===== src/rtl/mips_cpu_pkg.sv =====
// Shared types for the MIPS CPU memory arbiter: FSM states, starvation limit, and the registered memory operation.
// No logic lives here; the arbiter and its priority selector import this package.
package mips_cpu_pkg;

    localparam int STARVE_LIMIT_DEFAULT = 4;
    localparam logic [3:0] BE_ALL = 4'hF;

    typedef enum logic [1:0] {
        ST_IDLE   = 2'd0,
        ST_BUSY_I = 2'd1,
        ST_BUSY_D = 2'd2
    } arb_state_e;

    typedef struct packed {
        logic [31:0] address;
        logic        we;
        logic [31:0] wdata;
        logic [3:0]  byteenable;
    } mem_op_t;

endpackage


===== src/rtl/mips_cpu_arb_prio.sv =====
// Priority select between fetch and data ports: data wins unless the fetch port is starved.
// Combinational, zero latency; the grant is one-hot and is all zero when nothing is requested.
module mips_cpu_arb_prio (
    input  logic       instr_req_i,
    input  logic       data_req_i,
    input  logic       starve_i,
    output logic [1:0] grant_o      // [0] = instruction, [1] = data
);

    always_comb begin
        grant_o = 2'b00;
        if (instr_req_i && starve_i) begin
            grant_o = 2'b01;
        end else if (data_req_i) begin
            grant_o = 2'b10;
        end else if (instr_req_i) begin
            grant_o = 2'b01;
        end
    end

endmodule


===== src/rtl/mips_cpu_mem_arbiter.sv =====
// Shares one memory port between instruction fetch and data access. Each access takes one IDLE cycle and one or more BUSY cycles,
// so a zero-wait access completes in 2 cycles. mem_waitrequest stretches BUSY with all mem_* fields held stable.
module mips_cpu_mem_arbiter
    import mips_cpu_pkg::*;
#(
    parameter int STARVE_LIMIT = STARVE_LIMIT_DEFAULT
) (
    input  logic        clk,
    input  logic        reset_n,

    input  logic        instr_req,
    input  logic [31:0] instr_address,
    output logic        instr_gnt,
    output logic        instr_rvalid,
    output logic [31:0] instr_rdata,

    input  logic        data_req,
    input  logic        data_we,
    input  logic [31:0] data_address,
    input  logic [31:0] data_wdata,
    input  logic [3:0]  data_byteenable,
    output logic        data_gnt,
    output logic        data_rvalid,
    output logic [31:0] data_rdata,

    output logic [31:0] mem_address,
    output logic        mem_read,
    output logic        mem_write,
    output logic [31:0] mem_writedata,
    output logic [3:0]  mem_byteenable,
    input  logic        mem_waitrequest,
    input  logic [31:0] mem_readdata
);

    localparam int CW = $clog2(STARVE_LIMIT + 2);
    localparam logic [CW-1:0] LIMIT = CW'(STARVE_LIMIT);

    arb_state_e  state_q, state_d;
    mem_op_t     op_q, op_d;
    logic        instr_gnt_q, instr_gnt_d;
    logic        data_gnt_q, data_gnt_d;
    logic        instr_rvalid_q, instr_rvalid_d;
    logic        data_rvalid_q, data_rvalid_d;
    logic [31:0] instr_rdata_q, instr_rdata_d;
    logic [31:0] data_rdata_q, data_rdata_d;
    logic [CW-1:0] starve_cnt_q, starve_cnt_d;
    logic [1:0]  grant;

    mips_cpu_arb_prio u_prio (
        .instr_req_i (instr_req),
        .data_req_i  (data_req),
        .starve_i    (starve_cnt_q == LIMIT),
        .grant_o     (grant)
    );

    always_ff @(posedge clk or negedge reset_n) begin
        if (!reset_n) begin
            state_q        <= ST_IDLE;
            op_q           <= '0;
            instr_gnt_q    <= 1'b0;
            data_gnt_q     <= 1'b0;
            instr_rvalid_q <= 1'b0;
            data_rvalid_q  <= 1'b0;
            instr_rdata_q  <= '0;
            data_rdata_q   <= '0;
            starve_cnt_q   <= '0;
        end else begin
            state_q        <= state_d;
            op_q           <= op_d;
            instr_gnt_q    <= instr_gnt_d;
            data_gnt_q     <= data_gnt_d;
            instr_rvalid_q <= instr_rvalid_d;
            data_rvalid_q  <= data_rvalid_d;
            instr_rdata_q  <= instr_rdata_d;
            data_rdata_q   <= data_rdata_d;
            starve_cnt_q   <= starve_cnt_d;
        end
    end

    always_comb begin
        state_d        = state_q;
        op_d           = op_q;
        instr_gnt_d    = 1'b0;
        data_gnt_d     = 1'b0;
        instr_rvalid_d = 1'b0;
        data_rvalid_d  = 1'b0;
        instr_rdata_d  = instr_rdata_q;
        data_rdata_d   = data_rdata_q;
        starve_cnt_d   = starve_cnt_q;

        case (state_q)
            ST_IDLE: begin
                if (grant[1]) begin
                    state_d         = ST_BUSY_D;
                    data_gnt_d      = 1'b1;
                    op_d.address    = data_address;
                    op_d.we         = data_we;
                    op_d.wdata      = data_we ? data_wdata : 32'h0;
                    op_d.byteenable = data_we ? data_byteenable : BE_ALL;
                    // Only data grants that bypass a waiting fetch count toward starvation.
                    if (instr_req && (starve_cnt_q != LIMIT)) begin
                        starve_cnt_d = starve_cnt_q + CW'(1);
                    end
                end else if (grant[0]) begin
                    state_d         = ST_BUSY_I;
                    instr_gnt_d     = 1'b1;
                    op_d.address    = instr_address;
                    op_d.we         = 1'b0;
                    op_d.wdata      = 32'h0;
                    op_d.byteenable = BE_ALL;
                    starve_cnt_d    = '0;
                end
            end
            ST_BUSY_I: begin
                if (!mem_waitrequest) begin
                    state_d        = ST_IDLE;
                    instr_rvalid_d = 1'b1;
                    instr_rdata_d  = mem_readdata;
                end
            end
            ST_BUSY_D: begin
                if (!mem_waitrequest) begin
                    state_d       = ST_IDLE;
                    data_rvalid_d = 1'b1;
                    data_rdata_d  = op_q.we ? 32'h0 : mem_readdata;
                end
            end
            default: state_d = ST_IDLE;
        endcase
    end

    // Strobes decode from state so they drop the moment the FSM is in IDLE or reset.
    assign mem_read       = (state_q != ST_IDLE) && !op_q.we;
    assign mem_write      = (state_q != ST_IDLE) && op_q.we;
    assign mem_address    = op_q.address & 32'hFFFF_FFFC;
    assign mem_writedata  = op_q.wdata;
    assign mem_byteenable = op_q.byteenable;

    assign instr_gnt    = instr_gnt_q;
    assign data_gnt     = data_gnt_q;
    assign instr_rvalid = instr_rvalid_q;
    assign data_rvalid  = data_rvalid_q;
    assign instr_rdata  = instr_rdata_q;
    assign data_rdata   = data_rdata_q;

endmodule


===== config.mk =====
export PLATFORM = sky130hd
export DESIGN_NAME = mips_cpu_mem_arbiter
export DESIGN_NICKNAME = d
export VERILOG_FILES = /design/src/rtl/mips_cpu_pkg.sv /design/src/rtl/mips_cpu_arb_prio.sv /design/src/rtl/mips_cpu_mem_arbiter.sv
export SDC_FILE = /design/constraint.sdc
export NUM_CORES = 1
export LEC_CHECK = 0
export BUFFER_PORTS_ARGS = -buffer_cell sky130_fd_sc_hd__buf_2
export CORE_MARGIN = 2
export CORE_UTILIZATION = 48
export CTS_CLUSTER_SIZE = 8
export DETAILED_ROUTE_END_ITERATION = 8
export PLACE_DENSITY = 0.81
export SKIP_LAST_GASP = 1
export SYNTH_ARGS = -nofsm -noshare
export SYNTH_HDL_FRONTEND = slang
export SYNTH_SLANG_ARGS = --single-unit

===== constraint.sdc =====
create_clock -name clk -period 2 [get_ports clk]
set_input_delay 0.5 -clock clk [delete_from_list [all_inputs] [get_ports clk]]
set_output_delay 0.5 -clock clk [all_outputs]
set_load 0.02 [all_outputs]

==> impl_metrics.env <==
export IMPL_cts_made_buffers=17
export IMPL_report_final_setup_viol=0
export IMPL_antenna_cells=0
export IMPL_p_seq_frac=0.341
export IMPL_p_int_mw=8.29
export IMPL_synth_area_leaders="dfrtp_1, buf_4, nand2_1"
export IMPL_overflow=0
export IMPL_cp_top_family="flip-flops"
export IMPL_status="finished clean"
export IMPL_fin_total_pwr_mw=13.7
export IMPL_syn_area_per_cell_sq_um=11.0
export IMPL_drc=0
export IMPL_finalInstanceArea_sq_um=7950
export IMPL_comb_power_share=0.429
export IMPL_maxCapViolations=0
export IMPL_dr_pass1_iters=5
export IMPL_post_dp_hpwl_um=10900
export IMPL_clkLatencyLatePin_ps=410
export IMPL_die_y_um=119
export IMPL_worstSetupEndpointType="primary output"
export IMPL_grt_setup_unrepaired="no"
export IMPL_syn_cell_area_sq_um=6340
export IMPL_core_area_sq_um=12800
export IMPL_path_cells="inv_1 > ha_2 > nor2b_1 > buf_4"
export IMPL_cp_num_buf_inv=2
export IMPL_period_minus_slack_ps=1930
export IMPL_dr_total_vias=4886
export IMPL_sw_frac_of_total=0.397
export IMPL_cts_root_buf="clkbuf_16"
export IMPL_gp_congestion=0.817
export IMPL_tns_ps=0
export IMPL_grtUsageTotal=0.218
export IMPL_power_switching_mw=5.46
export IMPL_syn_inst=578
export IMPL_cts_tree="done"
export IMPL_setup_worst_path_class="reg -> out"
export IMPL_area_delta_synth_final_pct=25.3
export IMPL_start_kind="flop"
export IMPL_yosysSeqAreaShare=0.552
export IMPL_clk_pin_slew_worst_paths_ps=60
export IMPL_die_w_um=119
export IMPL_ant_nets=0
export IMPL_slew_violations=0
export IMPL_ctsHtreeMaxLevel=4
export IMPL_p_clk_frac=0.229
export IMPL_row_count=41
export IMPL_hp_class="in -> async"
export IMPL_synth_top_area_share=0.552
export IMPL_clockBufferDepth=2
export IMPL_period_share=0.963
export IMPL_postCtsHoldBufs=0
export IMPL_ys_ff_latch=140
export IMPL_power_density_nw_per_um2=1730
export IMPL_grt_pass1_vias=4925
export IMPL_drtIter0Drc=340
export IMPL_totalWireLength_um=15200
export IMPL_io_buffers=269
export IMPL_yosysTopAreaCell="dfrtp_1"
export IMPL_crit_fanout=8
export IMPL_synth_warnings=0
export IMPL_synth_cell_type_count=29
export IMPL_ir_drop_mv=0.800
export IMPL_drive_gt1_frac=0.451
export IMPL_numClockSinks=140
export IMPL_fmax_mhz=519
export IMPL_pin_count=276
export IMPL_antenna_found_initial=0
export IMPL_fin_skew_ps=7.48
export IMPL_wire_per_inst_um=15.8
export IMPL_fin_util=0.622
export IMPL_p_leak_nw=4.10
export IMPL_dieArea_sq_um=14100
export IMPL_start_util=0.496
export IMPL_postPlaceCellArea_sq_um=7340
export IMPL_cts_setup_buffers=0
export IMPL_cpPeakStageDelay_ps=400
export IMPL_grt_max_degree=60
export IMPL_worst_path_max_delay_cell="dfrtp_1"
export IMPL_cp_required_ps=1500
export IMPL_via_per_inst=5.11
export IMPL_cp_arrival_ps=1430
export IMPL_grt_pass1_wl_um=24300
export IMPL_layout_nets=916
export IMPL_hold_violations=0
[what timing repair did]
action / 4_1_cts / 5_1_grt
pin swaps: 0 / 0
resized for setup: 1 / 1
endpoints found under the hold margin: 0 / 0
setup endpoints to repair: 2 / 1
[flip-flops by register name, summed over array words and instances, names as in the netlist]
register / count
state_q: 2
instr_rvalid: 1
mem_writedata: 32
data_rdata: 32
mem_address: 30
instr_gnt: 1
data_gnt: 1
instr_rdata: 32
op_q: 1
mem_byteenable: 4
starve_cnt_q: 3
data_rvalid: 1
[power by group through the flow]
stage / sequential, mW / clock, mW / combinational [mW]
6_report: 4.69 / 3.15 / 5.90
5_1_grt: 4.84 / 3.36 / 6.35
4_1_cts: 4.69 / 3.22 / 5.95
3_5_place_dp: 4.73 / 0 / 5.93
3_3_place_gp: 4.67 / 0 / 5.82
2_1_floorplan: 5.43 / 0 / 3.90
[cell usage after synthesis (all sizes together)]
| cell | instances |
|---|---|
| a21boi | 1 |
| a22o | 33 |
| a32o | 1 |
| and2 | 1 |
| and3 | 1 |
| and4 | 1 |
| buf | 93 |
| clkbuf | 19 |
| conb | 1 |
| dfrtp | 140 |
| ha | 5 |
| inv | 7 |
| mux2 | 32 |
| nand2 | 99 |
| nand2b | 34 |
| nand3 | 3 |
| nand4 | 31 |
| nor2 | 3 |
| nor2b | 1 |
| o211ai | 30 |
| o21a | 1 |
| o21ai | 35 |
| o22a | 4 |
| o31ai | 1 |
| xor2 | 1 |
[path summary, 6_finish.rpt]
| check | depth (start not counted) | to | from | slack, ps |
|---|---|---|---|---|
| hold / removal | 1 | instr_rdata[29] | reset_n | 30 |
| setup reg to reg | 5 | mem_writedata[7] | starve_cnt_q[0] | 310 |
| max in group asynchronous | 2 | mem_address[30] | reset_n | 1390 |
| min in group clk | 2 | mem_byteenable[0] | data_byteenable[0] | 300 |
| hold reg to reg | 2 | data_rdata[22] | data_rdata[22] | 470 |
| setup / recovery | 4 | mem_write | state_q[0] | 70 |
[through the flow]
step           cells  hold slack (ps)  worst slack (ps)
5_1_grt          957             48.6             0.763
3_3_place_gp     926              458               311
6_report         957             26.2              73.7
4_1_cts          957             34.0              57.6
2_1_floorplan    579              204               150
3_5_place_dp     926              464               273
[cells in the final DEF, fill, tap and decap left out, types with 7 or more instances in the layout]
cell type  netlist  layout
buf_2           14     267
dfrtp_1        140     140
nand2_1         99      99
o21ai_0         34      34
nand2b_1        34      33
a22o_1          33      33
mux2_2          32      32
nand4_1         31      31
o211ai_1        30      30
clkbuf_16        0      17
buf_4           72      15
inv_1            7       7
[cells by family after synthesis]
group / after synthesis / share of synthesized area
AO/OA/AOI/OAI: 106 / 0.121
flip-flops: 140 / 0.552
other: 1 / 0.000591
adder cells (fa/ha/maj): 5 / 0.00987
XOR/XNOR: 1 / 0.00138
AND/OR/NAND/NOR: 174 / 0.134
buffers and inverters: 119 / 0.124
multiplexers: 32 / 0.0568
[metal layers]
metal  share of wire  up-vias  global-route usage  wire length (um)
met5               0        -                   0                 0
li1                -     2314                   -                 -
met4           0.025        0              0.0923               374
met2            0.51      180               0.379              7790
met3           0.052       27              0.0503               785
met1            0.41     2365               0.258              6210
[layout make-up]
class | instances | area (sq um)
clock inverter | 11 | 144
tap | 172 | 215
timing repair buffer | 287 | 1540
multi-input combinational | 320 | 2060
sequential | 140 | 3500
clock buffer | 20 | 457
inverter | 7 | 26.3
fill | 1033 | 4830
Note: power is estimated with default switching activity, not from simulation.
